File: src/rtl/uart_rx_ctrl.sv
// uart_rx_ctrl: receive-side control FSM for an oversampling UART.
// Sequences start/data/parity/stop bits from an external edge/bit counter,
// pulses the datapath samplers and checkers, and reports frame status.
module uart_rx_ctrl (
    input  logic       clk,
    input  logic       rst,
    input  logic       rx_in,
    input  logic       par_en,
    input  logic [5:0] prescale,
    input  logic [4:0] edge_count,
    input  logic [3:0] bit_count,
    input  logic       strt_glitch,
    input  logic       par_err,
    input  logic       stp_err,
    output logic       counter_en,
    output logic       cnt_clr,
    output logic       data_samp_en,
    output logic       deser_en,
    output logic       strt_chk_en,
    output logic       par_chk_en,
    output logic       stp_chk_en,
    output logic       data_valid,
    output logic       par_err_o,
    output logic       frm_err_o,
    output logic       busy
);

    typedef enum logic [2:0] {
        IDLE   = 3'd0,
        START  = 3'd1,
        DATA   = 3'd2,
        PARITY = 3'd3,
        STOP   = 3'd4
    } state_t;

    state_t     state_q, state_d;
    logic       par_en_q, par_en_d;
    logic [5:0] prescale_q, prescale_d;
    logic       armed_q, armed_d;
    logic       perr_q, perr_d;
    logic       data_valid_q, data_valid_d;
    logic       par_err_o_q, par_err_o_d;
    logic       frm_err_q, frm_err_d;

    logic       ps_legal;
    logic [3:0] bit_lim;
    logic       bit_end;
    logic       chk_edge;
    logic       fault;
    logic       glitch_abort;
    logic       stop_end;

    // Decode bit timing from the frame's latched prescale and flag runaway conditions.
    always_comb begin
        ps_legal = (prescale_q == 6'd8) || (prescale_q == 6'd16) || (prescale_q == 6'd32);
        // Highest bit index allowed before the stop bit; STOP itself is not range-checked.
        bit_lim  = par_en_q ? 4'd9 : 4'd8;
        bit_end  = (state_q != IDLE) && ({1'b0, edge_count} == prescale_q - 6'd1);
        chk_edge = ({1'b0, edge_count} == (prescale_q >> 1) + 6'd2);
        fault    = (state_q != IDLE) &&
                   (!ps_legal || ((state_q != STOP) && (bit_count > bit_lim)));
    end

    // Next-state logic and the combinational counter/datapath enables.
    always_comb begin
        state_d      = state_q;
        glitch_abort = 1'b0;
        stop_end     = 1'b0;
        case (state_q)
            IDLE: begin
                if (armed_q && !rx_in) state_d = START;
            end
            START: begin
                if (bit_end) begin
                    if (strt_glitch) begin
                        state_d      = IDLE;
                        glitch_abort = 1'b1;
                    end else begin
                        state_d = DATA;
                    end
                end
            end
            DATA: begin
                if (bit_end && (bit_count == 4'd8)) state_d = par_en_q ? PARITY : STOP;
            end
            PARITY: begin
                if (bit_end) state_d = STOP;
            end
            STOP: begin
                if (bit_end) begin
                    stop_end = 1'b1;
                    // A low line at the end of stop is the next frame's start bit.
                    state_d  = rx_in ? IDLE : START;
                end
            end
            default: state_d = IDLE;
        endcase
        if (fault) begin
            state_d      = IDLE;
            glitch_abort = 1'b0;
            stop_end     = 1'b0;
        end

        counter_en   = (state_q != IDLE);
        data_samp_en = (state_q != IDLE);
        busy         = (state_q != IDLE);
        // Held low during reset so every output reads 0 while rst is asserted.
        cnt_clr      = rst && ((state_q == IDLE) || glitch_abort || stop_end || fault);
        strt_chk_en  = (state_q == START)  && chk_edge;
        deser_en     = (state_q == DATA)   && chk_edge;
        par_chk_en   = (state_q == PARITY) && chk_edge;
        stp_chk_en   = (state_q == STOP)   && chk_edge;
    end

    // Next values for frame configuration, parity capture and status pulses.
    always_comb begin
        armed_d    = armed_q | rx_in;
        par_en_d   = par_en_q;
        prescale_d = prescale_q;
        if ((state_q == IDLE) || (state_d == START)) begin
            par_en_d   = par_en;
            prescale_d = prescale;
        end

        perr_d = perr_q;
        if (!par_en_q || (state_q == IDLE) || (state_q == START)) begin
            perr_d = 1'b0;
        end else if ((state_q == PARITY) && bit_end) begin
            perr_d = par_err;
        end

        data_valid_d = 1'b0;
        par_err_o_d  = 1'b0;
        frm_err_d    = 1'b0;
        if (fault) begin
            frm_err_d = 1'b1;
        end else if (stop_end) begin
            data_valid_d = !perr_q && !stp_err;
            par_err_o_d  = perr_q;
            frm_err_d    = stp_err;
        end
    end

    // Control and status registers, cleared asynchronously by rst.
    always_ff @(posedge clk or negedge rst) begin
        if (!rst) begin
            state_q      <= IDLE;
            par_en_q     <= 1'b0;
            prescale_q   <= 6'd0;
            armed_q      <= 1'b0;
            perr_q       <= 1'b0;
            data_valid_q <= 1'b0;
            par_err_o_q  <= 1'b0;
            frm_err_q    <= 1'b0;
        end else begin
            state_q      <= state_d;
            par_en_q     <= par_en_d;
            prescale_q   <= prescale_d;
            armed_q      <= armed_d;
            perr_q       <= perr_d;
            data_valid_q <= data_valid_d;
            par_err_o_q  <= par_err_o_d;
            frm_err_q    <= frm_err_d;
        end
    end

    assign data_valid = data_valid_q;
    assign par_err_o  = par_err_o_q;
    assign frm_err_o  = frm_err_q;

endmodule

File: config.mk
export PLATFORM = sky130hd
export DESIGN_NAME = uart_rx_ctrl
export DESIGN_NICKNAME = d
export VERILOG_FILES = /design/src/rtl/uart_rx_ctrl.sv
export SDC_FILE = /design/constraint.sdc
export NUM_CORES = 1
export LEC_CHECK = 0
export ABC_CLOCK_PERIOD_IN_PS = 3000
export BUFFER_PORTS_ARGS = -buffer_cell sky130_fd_sc_hd__buf_2
export CAP_MARGIN = 40
export CORE_MARGIN = 2
export CORE_UTILIZATION = 50
export CTS_CLUSTER_DIAMETER = 40
export CTS_CLUSTER_SIZE = 16
export DETAILED_ROUTE_END_ITERATION = 8
export PLACE_DENSITY = 0.79
export SYNTH_ARGS = -nofsm -noshare
export SYNTH_HDL_FRONTEND = slang
export SYNTH_SLANG_ARGS = --single-unit
File: constraint.sdc
create_clock -name clk -period 3 [get_ports clk]
set_input_delay 0.3 -clock clk [delete_from_list [all_inputs] [get_ports clk]]
set_output_delay 0.3 -clock clk [all_outputs]
set_load 0.02 [all_outputs]
== Word-level counts from Yosys, hierarchy flattened ==
Cells that the tools add are included.

* Flip-flop bits (word level): 15
* Memories kept: 0
* Bits in read-only memories: 0
* Output and inout bits: 11
* Memory bits (writable): 0
* Latch bits: 0
* Bits of input ports: 22
* Word-level logic and storage cells: 79

* Bitwise gates (word level): 1
* Multiply operators: 0
* Reduce and logical (&&, ||, !) cells: 29
* Eq/ne operators: 12
* Shift operators: 0
* $lt $le $gt $ge: 1
* Div/mod/pow operators: 0
* Multiplexer cells: 26
* Add/sub/neg operators: 2

{| class="wikitable"
|+ Operator list
! operator !! number
|-
| 2-to-1 mux 3 bit || 7
|-
| 2-to-1 mux 1 bit || 17
|-
| one-hot mux 3 bit (5 select lines) || 1
|-
| equality test 5 x 6 -> 1 bit || 2
|-
| logical AND 1 bit || 12
|-
| logical OR 1 bit || 9
|-
| adder 5 x 2 -> 6 bit, second input constant || 1
|-
| equality test 3 x 1 -> 1 bit, second input constant || 2
|-
| equality test 3 x 2 -> 1 bit, second input constant || 2
|-
| equality test 6 x 4 -> 1 bit, second input constant || 1
|-
| equality test 6 x 5 -> 1 bit, second input constant || 1
|-
| equality test 6 bit, second input constant || 1
|-
| subtractor 6 x 1 -> 6 bit, second input constant || 1
|-
| zero test 1 bit || 5
|-
| equality test 4 bit, second input constant || 1
|-
| greater-than comparator 4 bit || 1
|-
| equality test 3 bit, second input constant || 1
|-
| zero test 3 bit || 1
|-
| inequality test 3 bit, second input constant || 1
|-
| nonzero test 3 bit || 1
|-
| 2-to-1 mux 2 bit || 1
|-
| nonzero test 2 bit || 1
|-
| OR 1 bit || 1
|}

== Longest topological paths before layout ==
Gate-level depths: netlist (run 1).

* Depth in word-level cells: 11
* Depth in mapped cells: 9
* Gate-level depth less buffers: 9

== Worst setup path after synthesis (run 1) ==
Ideal clock, no wire load.

* Kind: register -> register
* Start: register prescale_q[2]
* End: register par_en_q
* Clock period less this slack: 2,417 ps
* Data required time: 2,875 ps
* Cell stages (with the launch flop): 8
* Path slack: 583 ps
* Library setup time: 125 ps
* Arrival time: 2,292 ps
* Path buffers: 0
* Path through: dfrtp_1 > or3_1 > or3_4 > xor2_1 > o2111ai_2 > a22oi_4 > nand3b_4 > mux2_4

* Longest elaborated chain between the ends: 9
* Elaborated cells on any way between the ends: 20
* Those cells by class: add/sub: 1; eq/ne: 5; mux: 6; reduce/logical: 8

{| class="wikitable"
|+ Ends and longest elaborated chain
! element !! RTL line !! RTL
|-
| start: declaration || 38 || <nowiki>logic [5:0] prescale_q, prescale_d;</nowiki>
|-
| start signal: assignment || 158 || <nowiki>prescale_q <= prescale_d;</nowiki>
|-
| subtractor 6 x 1 -> 6 bit (tied with other cells) || 58 || <nowiki>bit_end = (state_q != IDLE) && ({1'b0, edge_count} == prescale_q - 6'd1);</nowiki>
|-
| equality test 5 x 6 -> 1 bit or logical OR 1 bit (tied branches) || 58, 55 ||
|-
| logical AND 1 bit or logical OR 1 bit (tied branches) || 58, 55 ||
|-
| logical AND 1 bit or zero test 1 bit (tied branches) || 84, 61 ||
|-
| 2-to-1 mux 3 bit or logical OR 1 bit (tied branches) || 84, 61 ||
|-
| one-hot mux 3 bit (5 select lines) or logical AND 1 bit (tied branches) || 69, 60 ||
|-
| 2-to-1 mux 3 bit (*) || 98 || <nowiki>if (fault) begin</nowiki>
|-
| equality test 3 x 1 -> 1 bit (*) || 120 || <nowiki>if ((state_q == IDLE) || (state_d == START)) begin</nowiki>
|-
| logical OR 1 bit (*) || 120 ||
|-
| end signal: assignment || 157 || <nowiki>par_en_q <= par_en_d;</nowiki>
|-
| end: declaration || 37 || <nowiki>logic par_en_q, par_en_d;</nowiki>
|}

Mark *: on every way between the ends. The rest lies on a longest branch, timed or not.
A chain may end at the register's enable or synchronous reset.

== Worst setup path after layout (run 1) ==
* Start: register prescale_q[2]
* End: output cnt_clr

* Longest elaborated chain between the ends: 11
* Elaborated cells on any way between the ends: 21
* Those cells by class: add/sub: 1; eq/ne: 4; mux: 6; reduce/logical: 10

{| class="wikitable"
|+ Ends and longest elaborated chain
! element !! RTL line !! RTL
|-
| branches (longest 9 deep; another with subtractor 6 x 1 -> 6 bit) || -- ||
|-
| logical OR 1 bit (*) || 108 || <nowiki>cnt_clr = rst && ((state_q == IDLE) || glitch_abort || stop_end || fault);</nowiki>
|-
| logical AND 1 bit (*) || 108 ||
|-
| end: declaration || 16 || <nowiki>output logic cnt_clr,</nowiki>
|}

Mark *: on every way between the ends.

==> results.json, run 1 <==
{
  "status": "finished, final reports clean",
  "cp_num_cells": 8,
  "r2r_end": "prescale_q[0]",
  "ys_async_sr_fraction": 1.00,
  "post_dp_cell_area_mm2": 0.00139,
  "power_frac_seq": 0.313,
  "crit_family": "simple AND/OR/NAND/NOR gates",
  "grt-ovfl-total": 0,
  "clkLatencyLatePin_ps": 280,
  "totalWireLength_mm": 2.54,
  "path_cells": "or3_1 -> or3_4 -> xnor2_4 -> nor3_4 -> o21bai_1 -> a21oi_1 -> o21a_1 -> buf_2",
  "crit_path_start_kind": "flop",
  "period_minus_slack_ps": 2780,
  "layout.nets": 186,
  "worst-path-max-fanout": 7,
  "critPathBufInv": 1,
  "cts_buffers": 3,
  "p_comb_frac": 0.597,
  "drtIter0Drc": 27,
  "port_buffers": 32,
  "core_mm2": 0.00241,
  "ys_ff_latch": 15,
  "dieHeight_um": 53.7,
  "p_sw_uw": 563,
  "drc": 0,
  "first_global_vias": 975,
  "power_density_mw_per_mm2": 880,
  "r2r_cells": 7,
  "leakagePower_nw": 0.690,
  "critPathArrivalTime_ps": 2480,
  "grt_max_degree": 17,
  "r2r_slack_ps": 410,
  "worstSetupEndpoint": "cnt_clr",
  "antenna_found_initial": 0,
  "clock_skew_ps": 11.2,
  "nFillCells": 210,
  "crit_path_end_kind": "primary output",
  "max_slew.worst_pin.slew_ps": 464,
  "die-area_mm2": 0.00289,
  "pwr-share-clk": 0.090,
  "synth_nets": 154,
  "vias": 1030,
  "h-tree-depth": 1,
  "cts_buffer_depth": 2,
  "finalSetupViolCount": 0,
  "rows": 18,
  "multi_input_area_um2": 793,
  "gp_congestion": 0.904,
  "cts_root_buffer": "clkbuf_4",
  "layout-drive-gt1-share": 0.314,
  "track_usage": 0.202,
  "hold_slack_ps": 186,
  "drtPass1Iterations": 4,
  "num_antenna_cells": 0,
  "power_mw": 1.26,
  "synth_cell_types": 45,
  "critical_path_class": "flop to primary output",
  "yosysWarnings": 0,
  "hold_depth": 2,
  "syn_to_final_growth_pct": 15.9,
  "timing_max_transition_violations_final": 0,
  "syn_area_mm2": 0.00124,
  "syn_inst": 125,
  "p_int_uw": 697,
  "synthFlopType": "dfrtp_1",
  "yosysSeqAreaShare": 0.304,
  "tns_ps": 0,
  "finalCritPeriodShare": 0.925,
  "viasPerCell": 5.54,
  "start_util": 0.513,
  "cap_viol_max_count": 0,
  "seqCellArea_um2": 375,
  "critPathRequiredTime_ps": 2700,
  "slowest_delay_ps": 470,
  "ios": 33,
  "synth_area_per_cell_um2": 9.89,
  "maxSlewHeadroom": 0.688,
  "critPathLaunch": "prescale_q[2]",
  "hp-class": "primary input to flop",
  "synth_edf_count": 0,
  "fmax_mhz": 360,
  "clock-sinks": 15,
  "design_area_mm2": 0.00143,
  "switching_share": 0.447,
  "die_w_um": 53.7,
  "ant_nets": 0,
  "clk_pin_slew_ps": 90,
  "ir_drop_v": 0.000620,
  "hold_viol": 0,
  "grt_first_pass_wirelength_mm": 4.20,
  "rsz0062_at_grt": "no",
  "post_drt_wl_per_cell_um": 13.7,
  "cts_tree": "built",
  "worst_path_max_delay_cell": "dfrtp_1",
  "hp-start": "stp_err",
  "dp_hpwl_mm": 2.10,
  "timing.rr.start": "prescale_q[2]"
}
## cells in the final DEF, fill, tap and decap left out, drive strengths merged, types with 3 or more instances in the layout
master and n:
buf 32, clkbuf 4, dfrtp 15, ha 7, inv 8, mux2 7, nand2 5, nand3 3
nand3b 4, nor2 12, nor3 6, o21a 3, o21ai 3, xnor2 10, xor2 6
## worst register-to-register path, cell delays in order, from the launching register on
cell,delay [ps]
dfrtp_1,470
or3_1,410
or3_4,380
xor2_1,240
o2111ai_2,210
a22oi_4,260
nand3b_4,180
mux2_4,330
## area by class of cell
| class | count | share of cell area |
|---|---|---|
| clock buffer | 4 | 0.0183 |
| inverter | 8 | 0.0210 |
| multi-input combinational | 96 | 0.554 |
| sequential | 15 | 0.262 |
| tap | 30 | 0.0262 |
| timing repair buffer | 33 | 0.119 |
## kinds of logic (layout without fill, tap and decap cells)
| logic type | count (synthesis) | in the layout | share of synthesized area |
|---|---|---|---|
| adder cells (fa/ha/maj) | 7 | 7 | 0.0708 |
| multiplexers | 8 | 8 | 0.0931 |
| AO/OA/AOI/OAI | 20 | 20 | 0.133 |
| buffers and inverters | 14 | 45 | 0.0597 |
| XOR/XNOR | 16 | 16 | 0.129 |
| AND/OR/NAND/NOR | 45 | 45 | 0.212 |
| flip-flops | 15 | 15 | 0.304 |
## repair_timing
| action | CTS | global route |
|---|---|---|
| endpoints found under the hold margin | 15 | 0 |
| buffers inserted | 0 | 0 |
| gates resized for setup | 0 | 1 |
| hold buffers | 1 | 0 |
| endpoints found under the setup margin | 0 | 1 |
## registers in the layout, summed over array words and instances (netlist names)
name,count
state_q,3
frm_err_o,1
par_en_q,1
armed_q,1
data_valid,1
par_err_o,1
perr_q,1
prescale_q,6
## power groups by stage
stage                     Clock (mW)  Combinational, mW  Sequential [mW]
after floorplan                    0              0.702            0.326
after global placement             0              0.719            0.395
after detailed placement           0              0.746            0.399
after CTS                      0.115              0.750            0.394
after global routing           0.126              0.830            0.411
final                          0.113              0.753            0.394
## metrics by stage
| stage | util | std cells | setup slack, ps |
|---|---|---|---|
| final | 0.594 | 186 | 225 |
| after global routing | 0.594 | 186 | 35.3 |
| after CTS | 0.592 | 186 | 97.8 |
| after detailed placement | 0.577 | 181 | 407 |
| after global placement | 0.577 | 181 | 439 |
| after floorplan | - | 125 | 583 |
## synth_stat cells (2+ instances only)
| master | n | area, um^2 |
|---|---|---|
| dfrtp_1 | 15 | 375 |
| nor2_1 | 12 | 45.0 |
| xnor2_1 | 9 | 78.8 |
| inv_1 | 8 | 30.0 |
| ha_1 | 7 | 87.6 |
| mux2_4 | 7 | 105 |
| xor2_1 | 6 | 52.6 |
| nand2_1 | 5 | 18.8 |
| nor3_1 | 5 | 25.0 |
| nand3_1 | 3 | 15.0 |
| nand3b_1 | 3 | 22.5 |
| o21a_1 | 3 | 22.5 |
| a21oi_1 | 2 | 10.0 |
| a31oi_1 | 2 | 12.5 |
| and2_1 | 2 | 12.5 |
| and3_1 | 2 | 12.5 |
| buf_2 | 2 | 10.0 |
| buf_4 | 2 | 15.0 |
| nor2b_1 | 2 | 12.5 |
| nor3b_1 | 2 | 15.0 |
| o21ai_1 | 2 | 10.0 |
## how the worst min path moves through the flow
stage / slack (ps) / endpoint
after floorplan: 4 / armed_q
final: 190 / data_valid
after CTS: 190 / data_valid
after detailed placement: 220 / state_q[0]
after global placement: 220 / frm_err_o
after global routing: 180 / data_valid
## layer usage
layer / part of all wire / track usage / vias to the layer above
met4: 0.0075 / 0.0342 / 0
met3: 0.064 / 0.0611 / 2
met1: 0.43 / 0.249 / 487
li1: - / - / 502
met5: 0 / 0 / -
met2: 0.50 / 0.352 / 39
Note: power is estimated with default switching activity, not from simulation.
==> inputs of run 2 (changes only) <==
MAX_ROUTING_LAYER = met4   (was unset)
==> results.json, run 2 (same netlist as run 1, synthesis figures left out) <==
{
  "switching_share": 0.447,
  "grt_max_degree": 17,
  "drtPass1Iterations": 4,
  "dp_hpwl_mm": 2.10,
  "track_usage": 0.209,
  "status": "finished, final reports clean",
  "antenna_found_initial": 0,
  "r2r_slack_ps": 410,
  "finalSetupViolCount": 0,
  "nFillCells": 210,
  "ant_nets": 0,
  "ir_drop_v": 0.000622,
  "viasPerCell": 5.55,
  "hp-class": "primary input to flop",
  "instances_no_fill": 186,
  "finalCritPeriodShare": 0.925,
  "layout.nets": 186,
  "syn_to_final_growth_pct": 15.9,
  "fin_ws_ps": 225,
  "tns_ps": 0,
  "start_util": 0.513,
  "hold_depth": 2,
  "drtIter0Drc": 25,
  "clk_pin_slew_ps": 90,
  "postCtsSetupBuffers": 0,
  "clkLatencyLatePin_ps": 290,
  "p_comb_frac": 0.597,
  "rows": 18,
  "max_slew.worst_pin.slew_ps": 466,
  "grt-ovfl-total": 0,
  "gp_congestion": 0.919,
  "timing.rr.start": "prescale_q[2]",
  "dr.max_layer_used": "met4",
  "cap_viol_max_count": 0,
  "drc": 0,
  "met3_length_um": 152,
  "critPathRequiredTime_ps": 2700,
  "reg_top3": "prescale_q (6), state_q (3)",
  "totalWireLength_mm": 2.55,
  "critPathArrivalTime_ps": 2480,
  "r2r_end": "prescale_q[0]",
  "post_drt_wl_per_cell_um": 13.7,
  "r2r_cells": 7,
  "layout-drive-gt1-share": 0.314,
  "maxSlewHeadroom": 0.687,
  "first_global_vias": 977,
  "holdPathEnd": "data_valid",
  "final_common_cell": "buf_2",
  "m1WireLength_mm": 1.10,
  "cts_buffers": 3,
  "vias": 1032,
  "clock-sinks": 15,
  "regMostFlops": "prescale_q",
  "die-area_mm2": 0.00289,
  "core_mm2": 0.00241,
  "port_buffers": 32,
  "num_antenna_cells": 0,
  "p_int_uw": 697,
  "pwr-share-clk": 0.090,
  "crit_path_start_kind": "flop",
  "timing_max_transition_violations_final": 0,
  "clock_skew_ps": 10.9,
  "hp-start": "stp_err",
  "leakagePower_nw": 0.690,
  "worst-path-max-fanout": 7,
  "die_w_um": 53.7,
  "dieHeight_um": 53.7,
  "largest_reg_flops": 6,
  "cts_buffer_depth": 2,
  "power_frac_seq": 0.312,
  "cts_tree": "built",
  "dp_worst_setup_slack_ps": 407,
  "power_mw": 1.26,
  "power_density_mw_per_mm2": 880,
  "hold_viol": 0,
  "period_minus_slack_ps": 2780,
  "place_inst": 181,
  "final_cell_mix": "buf_2 (32), dfrtp_1 (15), nor2_1 (12)",
  "fmax_mhz": 360,
  "crit_path_end_kind": "primary output",
  "critical_path_class": "flop to primary output",
  "rsz0062_at_grt": "no",
  "grt_first_pass_wirelength_mm": 4.19,
  "p_sw_uw": 564,
  "route.met2.wl_mm": 1.27,
  "ios": 33,
  "h-tree-depth": 1,
  "cts_root_buffer": "clkbuf_4"
}
run 2: cell counts in the layout (fill, tap and decap cells not counted):
No cell type changed its count.
run 2: worst max-delay path by stage:
stage	startpoint	to	cells past startpoint
3_5_place_dp	prescale_q[2]	cnt_clr	8
5_1_grt	prescale_q[0]	cnt_clr	10
3_3_place_gp	prescale_q[2]	cnt_clr	8
4_1_cts	prescale_q[2]	cnt_clr	8
6_report	prescale_q[2]	cnt_clr	8
2_1_floorplan	prescale_q[2]	par_en_q	7
run 2: metal layers:
metal,up-vias,GRT usage
met4,0,0.0342
met5,-,-
met1,489,0.250
li1,503,-
met2,36,0.352
met3,4,0.0611
run 2: worst max-delay path, cell delays in order, from the launching register on:
cell and delay, ps:
dfrtp_1 470, or3_1 410, or3_4 380, xnor2_4 160, nor3_4 270, o21bai_1 100
a21oi_1 150, o21a_1 110, buf_2 150
run 2: power by group through the flow:
stage / sequential, mW / combinational (mW) / clock [mW]
2_1_floorplan: 0.326 / 0.702 / 0
3_3_place_gp: 0.395 / 0.719 / 0
3_5_place_dp: 0.399 / 0.746 / 0
4_1_cts: 0.394 / 0.750 / 0.115
5_1_grt: 0.411 / 0.830 / 0.128
6_report: 0.394 / 0.753 / 0.114
run 2: area by class of cell:
| class | instances | area (um^2) | share of cell area |
|---|---|---|---|
| clock buffers | 4 | 26.3 | 0.0183 |
| inverters | 8 | 30.0 | 0.0210 |
| multi-input cells | 96 | 793 | 0.554 |
| well taps | 30 | 37.5 | 0.0262 |
| repair buffers | 33 | 170 | 0.119 |
| flip-flops and latches | 15 | 375 | 0.262 |
run 2: what timing repair did:
item | 4_1_cts | 5_1_grt
gates resized for setup | 0 | 1
endpoints found under the hold margin | 15 | 0
setup endpoints to repair | 0 | 1
hold buffers | 1 | 0
run 2: per-stage QoR:
stage                     area [um^2]  hold WS [ps]   util
after floorplan                  1240          4.41      -
after global routing             1430           176  0.594
after detailed placement         1390           223  0.577
final                            1430           182  0.594
after global placement           1390           217  0.577
after CTS                        1430           187  0.592
